[config.mk]
export PLATFORM = sky130hd
export DESIGN_NAME = div_reconstructor
export DESIGN_NICKNAME = d
export VERILOG_FILES = /design/src/rtl/div_pkg.sv /design/src/rtl/div_reconstructor_mul_step.sv /design/src/rtl/div_reconstructor.sv
export SDC_FILE = /design/constraint.sdc
export NUM_CORES = 1
export LEC_CHECK = 0
export BUFFER_PORTS_ARGS = -buffer_cell sky130_fd_sc_hd__buf_2
export CAP_MARGIN = 10
export CORE_ASPECT_RATIO = 0.75
export CORE_UTILIZATION = 59
export DETAILED_ROUTE_END_ITERATION = 12
export GPL_TIMING_DRIVEN = 0
export HOLD_SLACK_MARGIN = 0.1
export PLACE_DENSITY_LB_ADDON = 0.2
export SYNTH_ARGS = -nofsm -noshare
export SYNTH_HDL_FRONTEND = slang
export SYNTH_SLANG_ARGS = --single-unit
[constraint.sdc]
create_clock -name clk -period 5.9 [get_ports clk]
set_clock_uncertainty 0.05 [all_clocks]
set_input_delay 0.59 -clock clk [delete_from_list [all_inputs] [get_ports clk]]
set_output_delay 0.59 -clock clk [all_outputs]
set_load 0.02 [all_outputs]
[src/rtl/div_pkg.sv]
// -----------------------------------------------------------------------------
// div_pkg
// Shared definitions for the divider / reconstructor pair.
//   N_DEF      default operand width
//   CNT_W_DEF  step-counter width for the default operand width
//   state_t    reconstructor FSM encoding (IDLE / RUN / DONE)
//   cnt_w()    counter width for an arbitrary operand width (never below 1)
// -----------------------------------------------------------------------------
package div_pkg;

   localparam int N_DEF     = 4;
   localparam int CNT_W_DEF = $clog2(N_DEF);

   typedef enum logic [1:0] {
      IDLE = 2'd0,
      RUN  = 2'd1,
      DONE = 2'd2
   } state_t;

   // $clog2(1) is 0, which cannot size a register; keep at least one bit.
   function automatic int cnt_w(input int n);
      return (n > 1) ? $clog2(n) : 1;
   endfunction

endpackage

[src/rtl/div_reconstructor_mul_step.sv]
// -----------------------------------------------------------------------------
// mul_step
// One shift-add iteration of the reconstructor. Purely combinational.
//   acc      in   2N   running accumulator
//   b        in   N    multiplicand (divisor)
//   m_lsb    in   1    current multiplier bit
//   count    in   CNT_W  step index, i.e. weight of the current multiplier bit
//   acc_nxt  out  2N   accumulator after this step
// The shifted multiplicand is at most (2^N-1)*2^(N-1), so the 2N-bit sum
// never wraps given the accumulator starts from an N-bit remainder.
// -----------------------------------------------------------------------------
module mul_step
   import div_pkg::*;
#(
   parameter int N     = N_DEF,
   parameter int CNT_W = CNT_W_DEF
) (
   input  logic [2*N-1:0]   acc,
   input  logic [N-1:0]     b,
   input  logic             m_lsb,
   input  logic [CNT_W-1:0] count,
   output logic [2*N-1:0]   acc_nxt
);

   logic [2*N-1:0] addend;

   always_comb begin
      addend  = '0;
      if (m_lsb)
         addend = {{N{1'b0}}, b} << count;
      acc_nxt = acc + addend;
   end

endmodule

[src/rtl/div_reconstructor.sv]
// -----------------------------------------------------------------------------
// div_reconstructor
// Sequential shift-add unit that rebuilds a dividend from a divider result:
// a = m*b + r. Sits behind the divider so its output can be compared with the
// original dividend. Fixed latency: N steps regardless of operand values.
//
// Ports
//   clk      in   1    rising-edge clock
//   rst      in   1    asynchronous reset, active low
//   m        in   N    quotient, sampled on an accepted start
//   b        in   N    divisor, sampled on an accepted start
//   r        in   N    remainder, sampled on an accepted start
//   start    in   1    request; accepted whenever no computation is running
//   a        out  2N   reconstructed value, held until the next result
//   ovf      out  1    result exceeds N bits (|a[2N-1:N]), updated with a
//   busy     out  1    computation in progress
//   valid    out  1    one-cycle pulse marking a fresh a/ovf
//   rem_err  out  1    (DIV_RECON_REM_CHECK_EN only) captured r >= captured b
//
// Optional feature: define DIV_RECON_REM_CHECK_EN to add the rem_err output,
// which flags an inconsistent divider result (remainder not below divisor;
// a zero divisor therefore always flags).
//
// Timing: accept on edge E0, steps on E1..EN, result and valid after EN.
// Start presented during DONE is accepted directly, giving one result every
// N+1 cycles back to back.
// -----------------------------------------------------------------------------
module div_reconstructor
   import div_pkg::*;
#(
   parameter int N = N_DEF
) (
   input  logic           clk,
   input  logic           rst,
   input  logic [N-1:0]   m,
   input  logic [N-1:0]   b,
   input  logic [N-1:0]   r,
   input  logic           start,
   output logic [2*N-1:0] a,
   output logic           ovf,
   output logic           busy,
   output logic           valid
`ifdef DIV_RECON_REM_CHECK_EN
   ,
   output logic           rem_err
`endif
);

   localparam int CNT_W = cnt_w(N);
   localparam logic [CNT_W-1:0] LAST_CNT = CNT_W'(N - 1);

   state_t           state, state_nxt;
   logic [N-1:0]     mplier;   // quotient, consumed LSB first
   logic [N-1:0]     mcand;    // divisor, held for the whole run
   logic [2*N-1:0]   acc;
   logic [CNT_W-1:0] count;
   logic [2*N-1:0]   acc_nxt;

   logic accept;
   logic last_step;

`ifdef DIV_RECON_REM_CHECK_EN
   // Consistency verdict is taken at capture time, since r is folded into
   // the accumulator and no longer visible once stepping starts.
   logic rem_flag;
`endif

   // Only RUN blocks a new request; DONE accepts so results can chain.
   assign accept    = start && (state != RUN);
   assign last_step = (state == RUN) && (count == LAST_CNT);

   mul_step #(
      .N     (N),
      .CNT_W (CNT_W)
   ) u_step (
      .acc     (acc),
      .b       (mcand),
      .m_lsb   (mplier[0]),
      .count   (count),
      .acc_nxt (acc_nxt)
   );

   // ---------------------------------------------------------------- state reg
   always_ff @(posedge clk or negedge rst) begin
      if (!rst)
         state <= IDLE;
      else
         state <= state_nxt;
   end

   // ------------------------------------------------------------- next state
   always_comb begin
      state_nxt = state;
      case (state)
         IDLE:    if (start) state_nxt = RUN;
         RUN:     if (last_step) state_nxt = DONE;
         DONE:    state_nxt = start ? RUN : IDLE;
         default: state_nxt = IDLE;
      endcase
   end

   // ------------------------------------------------------------------ outputs
   // valid and busy decode disjoint states, so they can never overlap.
   always_comb begin
      busy  = 1'b0;
      valid = 1'b0;
      case (state)
         RUN:     busy  = 1'b1;
         DONE:    valid = 1'b1;
         default: ;
      endcase
   end

   // ----------------------------------------------------------------- datapath
   always_ff @(posedge clk or negedge rst) begin
      if (!rst) begin
         mplier <= '0;
         mcand  <= '0;
         acc    <= '0;
         count  <= '0;
      end else if (accept) begin
         mplier <= m;
         mcand  <= b;
         acc    <= {{N{1'b0}}, r};
         count  <= '0;
      end else if (state == RUN) begin
         acc    <= acc_nxt;
         mplier <= mplier >> 1;
         count  <= count + CNT_W'(1);
      end
   end

   // Result registers load only on the final step, so a reset mid-run leaves
   // them at zero and an in-flight operation never reaches the outputs.
   always_ff @(posedge clk or negedge rst) begin
      if (!rst) begin
         a   <= '0;
         ovf <= 1'b0;
      end else if (last_step) begin
         a   <= acc_nxt;
         ovf <= |acc_nxt[2*N-1:N];
      end
   end

`ifdef DIV_RECON_REM_CHECK_EN
   always_ff @(posedge clk or negedge rst) begin
      if (!rst) begin
         rem_flag <= 1'b0;
         rem_err  <= 1'b0;
      end else begin
         if (accept)
            rem_flag <= (r >= b);
         if (last_step)
            rem_err  <= rem_flag;
      end
   end
`endif

endmodule
==> impl_summary.log, run 1 <==
INFO  metric outcome = completed
INFO  metric synth_edf_count = 0
INFO  metric synthFlopType = sky130_fd_sc_hd__dfrtp_1
INFO  metric via_count_of_the_first_global_routing_pass = 1,136
INFO  metric gpl.final_weighted_congestion = 0.841
INFO  metric worst_slew_pin_slew = 0.638 ns
INFO  metric post_cts_hold_buffer_count = 0
INFO  metric die_y = 46.7 µm
INFO  metric critical-path-top-delay-family = simple AND/OR/NAND/NOR gates
INFO  metric grt.met3_usage = 8.15%
INFO  metric number_of_nets_in_the_synthesized_netlist = 186
INFO  metric clk_pin_slew = 0.09 ns
INFO  metric insertion_delay = 0.34 ns
INFO  metric wire_length_of_the_first_global_routing_pass = 4940 µm
INFO  metric dr.pass1.iters = 4
INFO  metric design.final.nets = 218
INFO  metric vias_per_cell = 5.63
INFO  metric hold_violations = 0
INFO  metric cts_sinks = 29
INFO  metric power.leakage = 0.916 nW
INFO  metric ant_nets = 0
INFO  metric placed_cells = 221
INFO  metric synth_cells = 162
INFO  metric antenna_violations_before_repair = 0
INFO  metric slowest_stage = sky130_fd_sc_hd__dfrtp_1
INFO  metric yosysSeqAreaShare = 46.2%
INFO  metric ys_ff_latch = 29
INFO  metric cap_viol_max_count = 0
INFO  metric floorplan.initialDensity = 65.4%
INFO  metric cp-start-kind = register
INFO  metric cts_max_path_buffers = 2
INFO  metric grt_max_degree = 30
INFO  metric final.setup.worst_slack = 3.33 ns
INFO  metric cts_max_level = 2
INFO  metric worst_hold_path_type = primary input to async pin
INFO  metric grtUsageMet2 = 41.1%
INFO  metric fin_cells = 229
INFO  metric wl = 3100 µm
INFO  metric routedWlPerCell = 13.6 µm
INFO  metric cts_root_buf = sky130_fd_sc_hd__clkbuf_4
INFO  metric port-buffer-count = 25
INFO  metric post_cts.repair.setup_buffers = 0
INFO  metric floorplan.die_area = 2880 µm²
INFO  metric tritoncts = yes
INFO  metric row_count = 15
INFO  metric setup_viol = 0
INFO  metric met1_usage = 31.3%
INFO  metric remaining_drcs = 0
INFO  metric timing.critical_path.required = 6.05 ns
INFO  metric final_layout_size_suffix_gt1_share = 22.6%
INFO  metric worst_path_largest_cell_delay = 0.39 ns
INFO  metric max_freq = 389 MHz
INFO  metric p_total = 1.03 mW
INFO  metric dp_slack = 3.36 ns
INFO  metric core_region_area = 2400 µm²
INFO  metric grt_remaining_overflow = 0
INFO  metric critPathKind = register to register
INFO  metric first_iter_violations = 49
INFO  metric min_period = 2.57 ns
INFO  metric dieWidth = 61.6 µm
INFO  metric unrepaired_setup_endpoints_after_global_routing = false
INFO  metric power.density_cell_area = 563 nW/µm²
INFO  metric hpwl = 2410 µm
INFO  metric dr_total_vias = 1,289
INFO  metric cts_inserted_buffers = 5
INFO  metric worstPathCellList = clkbuf_1 -> nand2b_1 -> or2_2 -> inv_1 -> ha_1 -> a211oi_1 -> o21ai_2 -> xnor2_1 -> and3_1 -> a31oi_1
INFO  metric n_antenna_cell = 0
INFO  metric synth_area_per_cell = 9.70 µm²
INFO  metric highest_fanout_seen_on_the_critical_path = 9
INFO  metric fin_crit_sh = 43.6%
INFO  metric yosys_warns = 0
INFO  metric endpoint_kind = register
INFO  metric number_of_distinct_library_cells_after_synthesis = 30
INFO  metric crit_path_buf_inv_count = 2
INFO  metric flow.area_growth_from_synthesis = 16.1%
INFO  metric netlist_area = 1570 µm²
INFO  metric post_route_setup_tns = 0 ns
INFO  metric globalRouteTotalUtil = 25.5%
INFO  metric slew_headroom = 57.4%
INFO  metric slew_violations = 0
INFO  metric synth.area.top_cells = sky130_fd_sc_hd__dfrtp_1, sky130_fd_sc_hd__ha_1, sky130_fd_sc_hd__mux2i_1, sky130_fd_sc_hd__o21ai_0, sky130_fd_sc_hd__nand2_1
INFO  metric io_pins = 26
INFO  metric irDropWorstVdd = 0.000337 V
INFO  metric grt.busiest_layer = met2
INFO  metric final_util = 75.9%
INFO  metric asyncSetResetFlopFracSynth = 100%
INFO  metric arrival = 2.73 ns
INFO  metric yosysTopAreaCell = sky130_fd_sc_hd__dfrtp_1
INFO  metric synth_top_cell_area_share = 46.2%
INFO  metric cts.repair.resized = 0
[cells in the final DEF (no fill, tap or decap), types with 2 or more instances in the layout]
cell type / n
sky130_fd_sc_hd__xnor2_1: 4
sky130_fd_sc_hd__mux2_2: 6
sky130_fd_sc_hd__a21o_1: 2
sky130_fd_sc_hd__nand2b_1: 7
sky130_fd_sc_hd__clkbuf_1: 3
sky130_fd_sc_hd__a211oi_1: 2
sky130_fd_sc_hd__mux2i_1: 10
sky130_fd_sc_hd__nor2_1: 8
sky130_fd_sc_hd__clkbuf_4: 5
sky130_fd_sc_hd__inv_1: 8
sky130_fd_sc_hd__ha_1: 8
sky130_fd_sc_hd__buf_2: 29
sky130_fd_sc_hd__nand3_1: 6
sky130_fd_sc_hd__a21oi_1: 7
sky130_fd_sc_hd__and3_1: 3
sky130_fd_sc_hd__dfrtp_1: 29
sky130_fd_sc_hd__o21ai_0: 20
sky130_fd_sc_hd__nand2_1: 23
[registers in the layout, summed over array words and instances, names as in the netlist]
name / count
a: 8
acc: 8
mcand: 4
mplier: 4
count: 2
state: 2
ovf: 1
[cell families after synthesis]
group / synth area share, %
AND/OR/NAND/NOR: 15.0
AO/OA/AOI/OAI: 14.7
flip-flops: 46.2
multiplexers: 10.7
buffers and inverters: 3.66
adder cells (fa/ha/maj): 7.64
XOR/XNOR: 2.23
[final timing paths]
kind                                   to      from  slack (ns)  cells past startpoint
worst max-delay path                  ovf  count[1]        3.33                     10
worst min-delay path                 a[1]       rst        0.21                      1
worst max register to register        ovf  count[1]        3.33                     10
worst min register to register       a[5]      a[5]        0.43                      2
max in group asynchronous       mplier[1]       rst        5.17                      1
min in group clk                     a[5]      a[5]        0.43                      2
[Yosys cell counts (all sizes together) (3+ instances only)]
master / instances
inv: 8
nand2: 23
nor2: 8
and3: 3
o21ai: 21
ha: 8
xnor2: 4
mux2i: 10
a21oi: 7
nand3: 6
buf: 4
dfrtp: 29
mux2: 6
nand2b: 7
[routing by layer]
metal / vias to the layer above / routed length (µm)
li1: 633 / -
met1: 600 / 1330
met2: 49 / 1480
met3: 7 / 255
met4: 0 / 42
met5: - / 0
[power breakdown]
part	leakage [nW]	switching [mW]	internal [mW]
Clock	0.0455	0.0707	0.101
Combinational	0.512	0.308	0.205
Sequential	0.359	0.0535	0.288
[stage by stage]
stage	area (µm²)	hold slack [ns]
3_3_place_gp	1740	0.405
2_1_floorplan	1570	0.244
3_5_place_dp	1740	0.415
4_1_cts	1820	0.226
5_1_grt	1820	0.260
6_report	1820	0.211
[cell type report]
type	count	area, µm²
clock inverter	1	30.0
timing repair buffer	25	125
multi-input combinational	119	788
sequential	29	726
fill	185	578
tap	34	42.5
buffer	6	27.5
clock buffer	7	55.1
inverter	8	30.0
Note: power is estimated with default switching activity, not from simulation.
==> run 2: changes to the inputs <==
ABC_AREA = 1   (was default)
CORE_UTILIZATION = 50   (was 59)
clock period = 2.1 ns   (was 5.9 ns; I/O delays follow)
==> run 2 against run 1 <==
Net effect: highest routed layer unchanged; utilization fell by 5.9 points; synthesized cell count rose by 30%; worst setup slack got worse by 3.3 ns; sequential power rose to 2.8 times the previous value; largest cell class unchanged; synthesized area rose by 4.4%; die area rose by 22%.
==> impl_summary.log, run 2 <==
INFO  metric number_of_distinct_library_cells_after_synthesis = 27 (-10%)
INFO  metric timing.critical_path.required = 2.26 ns (-3.79 ns)
INFO  metric cts_root_buf = sky130_fd_sc_hd__clkbuf_8
INFO  metric hold_start = m[3]
INFO  metric io_pins = 26 (unchanged)
INFO  metric reg.largest.list = a x8, acc x8
INFO  metric worst_hold_path_type = primary input to register
INFO  metric clk_pin_slew = 0.07 ns (-0.02 ns)
INFO  metric wire_length_of_the_first_global_routing_pass = 6230 µm (+26%)
INFO  metric globalRouteTotalUtil = 25.1% (-0.38 points)
INFO  metric row_count = 17 (+2)
INFO  metric cp-start-kind = register
INFO  metric yosysSeqAreaShare = 44.2% (-1.9 points)
INFO  metric synth_area_per_cell = 7.81 µm² (-19%)
INFO  metric r2r_end = a[6]
INFO  metric final_cell_area = 2110 µm² (+16%)
INFO  metric remaining_drcs = 0 (unchanged)
INFO  metric n_antenna_cell = 0 (unchanged)
INFO  metric power.density_cell_area = 1490 nW/µm² (+170%)
INFO  metric synthFlopType = sky130_fd_sc_hd__dfrtp_1
INFO  metric tritoncts = yes
INFO  metric final_cell_mix = sky130_fd_sc_hd__nand2_1, sky130_fd_sc_hd__inv_1, sky130_fd_sc_hd__dfrtp_1
INFO  metric final_util = 70.0% (-5.9 points)
INFO  metric area_taken_by_flip_flops_and_latches = 727 µm² (+0.17%)
INFO  metric final_layout_size_suffix_gt1_share = 29.0% (+6.5 points)
INFO  metric power.leakage = 1.10 nW (+20%)
INFO  metric swShare = 43.4% (+1.3 points)
INFO  metric min_delay_path_depth = 3
INFO  metric core_region_area = 3020 µm² (+26%)
INFO  metric synth_edf_count = 0 (unchanged)
INFO  metric power_frac_clock = 19.3% (+2.6 points)
INFO  metric antenna_violations_before_repair = 0 (unchanged)
INFO  metric via_count_of_the_first_global_routing_pass = 1,321 (+16%)
INFO  metric worst_slew_pin_slew = 0.638 ns (+0.0000342 ns)
INFO  metric arrival = 2.25 ns (-0.48 ns)
INFO  metric netlist_top_cells_count = sky130_fd_sc_hd__nand2_1, sky130_fd_sc_hd__inv_1, sky130_fd_sc_hd__dfrtp_1, sky130_fd_sc_hd__nand3_1, sky130_fd_sc_hd__nor2_1
INFO  metric unrepaired_setup_endpoints_after_global_routing = true
INFO  metric dieWidth = 68.1 µm (+11%)
INFO  metric power_frac_seq = 30.6% (-2.7 points)
INFO  metric fin_crit_sh = 99.6% (+56 points)
INFO  metric hpwl = 2520 µm (+4.2%)
INFO  metric wl = 3850 µm (+24%)
INFO  metric slew_violations = 0 (unchanged)
INFO  metric critPathKind = register to register
INFO  metric floorplan.die_area = 3520 µm² (+22%)
INFO  metric first_iter_violations = 130 (+170%)
INFO  metric outcome = completed
INFO  metric synth.area.top_cells = sky130_fd_sc_hd__dfrtp_1, sky130_fd_sc_hd__nand2_1, sky130_fd_sc_hd__inv_1, sky130_fd_sc_hd__ha_1, sky130_fd_sc_hd__nand3_1
INFO  metric placed_cells = 273 (+24%)
INFO  metric vias_per_cell = 4.99 (-11%)
INFO  metric fin_cells = 293 (+28%)
INFO  metric grt_remaining_overflow = 0 (unchanged)
INFO  metric min_period = 2.09 ns (-0.482 ns)
INFO  metric yosysTopAreaCell = sky130_fd_sc_hd__dfrtp_1
INFO  metric endpoint_kind = register
INFO  metric netlist_area = 1640 µm² (+4.4%)
INFO  metric hold_violations = 0 (unchanged)
INFO  metric insertion_delay = 0.29 ns (-0.05 ns)
INFO  metric crit-reg2reg-launch = count[1]
INFO  metric synth_top_cell_area_share = 44.2% (-1.9 points)
INFO  metric grt_max_degree = 30 (unchanged)
INFO  metric port-buffer-count = 25 (unchanged)
INFO  metric die_y = 51.6 µm (+11%)
INFO  metric dr_total_vias = 1,462 (+13%)
INFO  metric cts_max_level = 2 (unchanged)
INFO  metric hold_end = mplier[3]
INFO  metric rrSetupSlack = 0.008 ns (-3.32 ns)
INFO  metric most_common_cell_after_layout_fill_and_taps_aside = sky130_fd_sc_hd__nand2_1
INFO  metric post-synth-top-count-cell = sky130_fd_sc_hd__nand2_1
INFO  metric setup_viol = 0 (unchanged)
INFO  metric worst_r2r_path_depth = 12 (+2)
INFO  metric routedWlPerCell = 13.1 µm (-3.0%)
INFO  metric combinationalPowerShare = 50.1% (about the same)
INFO  metric asyncSetResetFlopFracSynth = 100% (unchanged)
INFO  metric design.final.nets = 278 (+28%)
INFO  metric cap_viol_max_count = 0 (unchanged)
INFO  metric final.setup.worst_slack = 0.00813 ns (-3.32 ns)
INFO  metric cts_max_path_buffers = 2 (unchanged)
INFO  metric irDropWorstVdd = 0.000764 V (+130%)
INFO  metric multi_input_comb_area = 840 µm² (+6.5%)
INFO  metric cts_inserted_buffers = 5 (unchanged)
INFO  metric max_freq = 478 MHz (+23%)
INFO  metric ant_nets = 0 (unchanged)
INFO  metric crit_start = count[1]
INFO  metric highest_fanout_seen_on_the_critical_path = 5 (-4)
INFO  metric gpl.final_weighted_congestion = 0.763 (-9.3%)
INFO  metric ys_ff_latch = 29 (unchanged)
INFO  metric slew_headroom = 57.4% (about the same)
INFO  metric flow.area_growth_from_synthesis = 28.9%
INFO  metric p_switching = 1.37 mW (+220%)
INFO  metric internal_power = 1.79 mW (+200%)
INFO  metric count_of_fill_cells_added_during_filler_insertion = 224 (+21%)
INFO  metric p_total = 3.16 mW (+210%)
INFO  metric dp_slack = -0.144 ns (-3.50 ns)
INFO  metric floorplan.initialDensity = 54.3% (-11 points)
INFO  metric dr.pass1.iters = 4 (unchanged)
INFO  metric synth_cells = 210 (+30%)
INFO  metric yosys_warns = 0 (unchanged)
INFO  metric placement.cell_area = 1810 µm² (+4.2%)
INFO  metric cts_sinks = 29 (unchanged)
INFO  metric number_of_nets_in_the_synthesized_netlist = 234 (+26%)
run 2: area by class of cell:
| type | count | share of cell area (%) |
|---|---|---|
| Buffer | 3 | 0.651 |
| Clock buffer | 7 | 4.08 |
| Clock inverter | 1 | 1.42 |
| Inverter | 34 | 6.15 |
| Multi-Input combinational cell | 143 | 39.7 |
| Sequential cell | 29 | 34.4 |
| Tap cell | 38 | 2.25 |
| Timing Repair Buffer | 38 | 11.4 |
run 2: kinds of logic (layout without fill, tap and decap cells):
| group | Yosys count | after routing | synth area share [%] |
|---|---|---|---|
| simple gates | 106 | 106 | 27.6 |
| buf+inv | 38 | 83 | 9.08 |
| mux | 3 | 3 | 1.83 |
| xor+xnor | 1 | 1 | 0.534 |
| compound gates | 24 | 24 | 9.38 |
| flops | 29 | 29 | 44.2 |
| fa+ha+maj | 9 | 9 | 7.32 |
run 2: worst max path at each step:
stage	endpoint	cells after the start
4_1_cts	ovf	15
6_report	a[6]	12
2_1_floorplan	ovf	15
3_5_place_dp	ovf	15
3_3_place_gp	ovf	15
5_1_grt	ovf	12
run 2: power groups by stage:
stage / clock [mW] / combinational [mW] / sequential [mW]
after CTS: 0.606 / 1.43 / 0.955
after global routing: 0.641 / 1.78 / 1.00
after global placement: 0 / 1.37 / 0.937
after floorplan: 0 / 0.955 / 1.01
final: 0.609 / 1.58 / 0.967
after detailed placement: 0 / 1.40 / 0.945
run 2: routing by layer:
layer	wire (µm)	global-route usage, %	part of all wire [%]
met5	0	0	0
met4	49	10.4	1.3
met3	221	6.58	5.7
met2	1570	33.7	41
met1	2010	37.5	52
run 2: stage by stage:
stage          setup TNS [ns]  hold slack, ns
5_1_grt                -0.606           0.113
2_1_floorplan               0          -0.136
3_5_place_dp           -0.205           0.225
6_report                    0          0.0974
4_1_cts                     0           0.102
3_3_place_gp           -0.157           0.214
run 2: repair_timing:
item | in CTS | in global routing
endpoints found under the setup margin | 6 | 9
hold buffers | 7 | 0
setup buffers | 1 | 5
hold endpoints to repair | 35 | 0
pin swaps | 1 | 11
gates resized for setup | 7 | 19
run 2: worst max-delay path, stage by stage (launching register included):
cell	delay [ns]
sky130_fd_sc_hd__dfrtp_1	0.41
sky130_fd_sc_hd__nor2_2	0.14
sky130_fd_sc_hd__inv_2	0.08
sky130_fd_sc_hd__o22ai_1	0.23
sky130_fd_sc_hd__ha_2	0.36
sky130_fd_sc_hd__nand2_2	0.11
sky130_fd_sc_hd__inv_1	0.06
sky130_fd_sc_hd__nand2_1	0.08
sky130_fd_sc_hd__nand3_1	0.08
sky130_fd_sc_hd__nand2_1	0.08
sky130_fd_sc_hd__nand2_2	0.08
sky130_fd_sc_hd__buf_4	0.14
sky130_fd_sc_hd__o21ai_0	0.12
==> run 3: changes to the inputs <==
REMOVE_ABC_BUFFERS = 1   (was default)
==> run 3 against run 2 <==
Net effect: largest cell class unchanged; final area increased by 5.3%; sequential share of layout area fell by 1.7 points; critical path type unchanged; sequential power grew 3.2%; critical endpoint is now ovf; count of clock-buffer cells in the layout did not move; first-iteration DRC count is 6.2% lower; worst setup slack got worse by 0.15 ns; hold slack improved by 0.012 ns; the flow now finishes with violations (setup timing); fmax down 6.6%; via count rose by 6.3%; critical path depth unchanged; combinational power is 16% higher.
==> impl_summary.log, run 3 (same netlist as run 2, synthesis figures left out) <==
INFO  metric slew_headroom = 57.4% (about the same)
INFO  metric io_pins = 26 (unchanged)
INFO  metric min_period = 2.24 ns (+0.147 ns)
INFO  metric power.density_cell_area = 1540 nW/µm² (+3.1%)
INFO  metric endpoint_kind = register
INFO  metric fin_cells = 297 (+1.4%)
INFO  metric highest_fanout_seen_on_the_critical_path = 6 (+1)
INFO  metric final_cell_area = 2230 µm² (+5.3%)
INFO  metric grt_remaining_overflow = 0 (unchanged)
INFO  metric insertion_delay = 0.28 ns (about the same)
INFO  metric first_iter_violations = 122 (-6.2%)
INFO  metric ant_nets = 0 (unchanged)
INFO  metric p_total = 3.43 mW (+8.6%)
INFO  metric final_layout_size_suffix_gt1_share = 34.7% (+5.7 points)
INFO  metric fin_hold_ws = 0.109 ns (+0.0120 ns)
INFO  metric irDropWorstVdd = 0.00115 V (+50%)
INFO  metric dr_total_vias = 1,554 (+6.3%)
INFO  metric gpl.final_weighted_congestion = 0.888 (+16%)
INFO  metric critical-path-top-delay-family = simple AND/OR/NAND/NOR gates
INFO  metric count_of_fill_cells_added_during_filler_insertion = 215 (-4.0%)
INFO  metric cap_viol_max_count = 0 (unchanged)
INFO  metric dp_slack = -0.143 ns (+0.00179 ns)
INFO  metric worst_slew_pin_slew = 0.639 ns (+0.000250 ns)
INFO  metric cts_sinks = 29 (unchanged)
INFO  metric multi_input_comb_area = 910 µm² (+8.3%)
INFO  metric cts_root_buf = sky130_fd_sc_hd__clkbuf_8
INFO  metric crit_path_buf_inv_count = 0 (-3)
INFO  metric most_common_cell_after_layout_fill_and_taps_aside = sky130_fd_sc_hd__nand2_1
INFO  metric dr.pass1.iters = 4 (unchanged)
INFO  metric unrepaired_setup_endpoints_after_global_routing = true
INFO  metric area_taken_by_flip_flops_and_latches = 727 µm² (unchanged)
INFO  metric setup_viol = 6 (+6)
INFO  metric slowest_stage = sky130_fd_sc_hd__dfrtp_2
INFO  metric via_count_of_the_first_global_routing_pass = 1,469 (+11%)
INFO  metric arrival = 2.36 ns (+0.11 ns)
INFO  metric port-buffer-count = 25 (unchanged)
INFO  metric worst_path_largest_cell_delay = 0.47 ns (+0.06 ns)
INFO  metric die_y = 51.6 µm (unchanged)
INFO  metric worst_hold_path_type = primary input to register
INFO  metric antenna_violations_before_repair = 0 (unchanged)
INFO  metric slew_violations = 0 (unchanged)
INFO  metric design.final.nets = 282 (+1.4%)
INFO  metric post_route_setup_tns = -0.490 ns (-0.490 ns)
INFO  metric cts_max_level = 2 (unchanged)
INFO  metric core_region_area = 3020 µm² (unchanged)
INFO  metric tritoncts = yes
INFO  metric floorplan.initialDensity = 54.3% (unchanged)
INFO  metric hold_violations = 0 (unchanged)
INFO  metric dieWidth = 68.1 µm (unchanged)
INFO  metric power.leakage = 1.14 nW (+3.3%)
INFO  metric remaining_drcs = 0 (unchanged)
INFO  metric worstPathCellList = mux2i_2 -> o22ai_1 -> ha_2 -> nand2_2 -> nor2_2 -> nand2_2 -> nand3_2 -> nand2_2 -> nand2_2 -> nand2_2 -> nor2_2 -> nor2_1
INFO  metric wire_length_of_the_first_global_routing_pass = 6400 µm (+2.7%)
INFO  metric cts_inserted_buffers = 5 (unchanged)
INFO  metric outcome = finished, violations left
INFO  metric hpwl = 2530 µm (+0.63%)
INFO  metric violations_in_the_final_reports = setup timing
INFO  metric reg.largest.list = a x8, acc x8
INFO  metric placed_cells = 269 (-1.5%)
INFO  metric rrSetupSlack = -0.14 ns (-0.15 ns)
INFO  metric row_count = 17 (unchanged)
INFO  metric final.setup.worst_slack = -0.139 ns (-0.147 ns)
INFO  metric wl = 4180 µm (+8.5%)
INFO  metric timing.critical_path.required = 2.22 ns (-0.04 ns)
INFO  metric cp-start-kind = register
INFO  metric fin_crit_sh = 107% (+7.0 points)
INFO  metric critPathKind = register to register
INFO  metric placement.cell_area = 1790 µm² (-1.0%)
INFO  metric routedWlPerCell = 14.1 µm (+7.1%)
INFO  metric vias_per_cell = 5.23 (+4.9%)
INFO  metric flow.area_growth_from_synthesis = 35.7%
INFO  metric n_antenna_cell = 0 (unchanged)
INFO  metric final_cell_mix = sky130_fd_sc_hd__nand2_1, sky130_fd_sc_hd__inv_1, sky130_fd_sc_hd__dfrtp_1
INFO  metric cts_max_path_buffers = 2 (unchanged)
INFO  metric globalRouteTotalUtil = 25.4% (+0.27 points)
INFO  metric grt_max_degree = 30 (unchanged)
INFO  metric final_util = 73.7% (+3.7 points)
INFO  metric floorplan.die_area = 3520 µm² (unchanged)
INFO  metric max_freq = 447 MHz (-6.6%)
INFO  metric clk_pin_slew = 0.06 ns (about the same)
INFO  metric timing.critical_path.mode_cell = sky130_fd_sc_hd__nand2_2
run 3: cell count changes in the layout (fill, tap and decap cells not counted), moves of 2 or more:
cell	previous run	this run
sky130_fd_sc_hd__buf_4	6	12
sky130_fd_sc_hd__nand2_1	65	60
sky130_fd_sc_hd__nand2_2	8	13
sky130_fd_sc_hd__buf_2	27	25
sky130_fd_sc_hd__ha_2	3	1
sky130_fd_sc_hd__ha_4	1	3
sky130_fd_sc_hd__inv_1	30	28
sky130_fd_sc_hd__inv_2	3	5
sky130_fd_sc_hd__o22ai_1	4	2
sky130_fd_sc_hd__o22ai_2	0	2
run 3: worst reg2reg max path, stage by stage, from the launching register on:
cell and delay, ns:
sky130_fd_sc_hd__dfrtp_2 0.47, sky130_fd_sc_hd__mux2i_2 0.28, sky130_fd_sc_hd__o22ai_1 0.13, sky130_fd_sc_hd__ha_2 0.42, sky130_fd_sc_hd__nand2_2 0.08, sky130_fd_sc_hd__nor2_2 0.12, sky130_fd_sc_hd__nand2_2 0.09, sky130_fd_sc_hd__nand3_2 0.09
sky130_fd_sc_hd__nand2_2 0.06, sky130_fd_sc_hd__nand2_2 0.11, sky130_fd_sc_hd__nand2_2 0.07, sky130_fd_sc_hd__nor2_2 0.11, sky130_fd_sc_hd__nor2_1 0.05
run 3: worst paths after layout:
kind,to,cells past startpoint,startpoint
worst max-delay path,ovf,12,count[0]
worst min-delay path,acc[1],3,r[1]
worst max register to register,ovf,12,count[0]
worst min register to register,a[2],2,a[2]
max in group asynchronous,count[0],2,rst
min in group asynchronous,acc[3],2,rst
run 3: layout make-up:
cell class / instances / share of cell area (%)
multi-input cells: 143 / 40.9
flip-flops and latches: 29 / 32.7
repair buffers: 45 / 13.3
inverters: 34 / 5.85
clock buffers: 7 / 3.88
well taps: 38 / 2.14
clock inverters: 1 / 1.35
run 3: layer usage:
| metal | routed length (µm) | vias to the layer above | track usage (%) |
|---|---|---|---|
| li1 | - | 761 | - |
| met4 | 85 | 0 | 9.38 |
| met2 | 1930 | 61 | 38.7 |
| met3 | 265 | 11 | 6.14 |
| met5 | 0 | - | 0 |
| met1 | 1900 | 721 | 34.7 |
run 3: what timing repair did:
action	CTS	global route
endpoints found under the setup margin	5	9
hold buffers	8	0
cloned	0	0
pin swaps	9	25
resized for setup	15	28
setup buffers	4	8
endpoints found under the hold margin	36	0
run 3: where the power goes:
group | switching [mW] | leakage, nW | total (mW) | internal (mW)
combinational | 1.08 | 0.708 | 1.84 | 0.758
clock | 0.202 | 0.0585 | 0.588 | 0.386
sequential | 0.194 | 0.369 | 0.998 | 0.804
total | 1.48 | 1.14 | 3.43 | 1.95
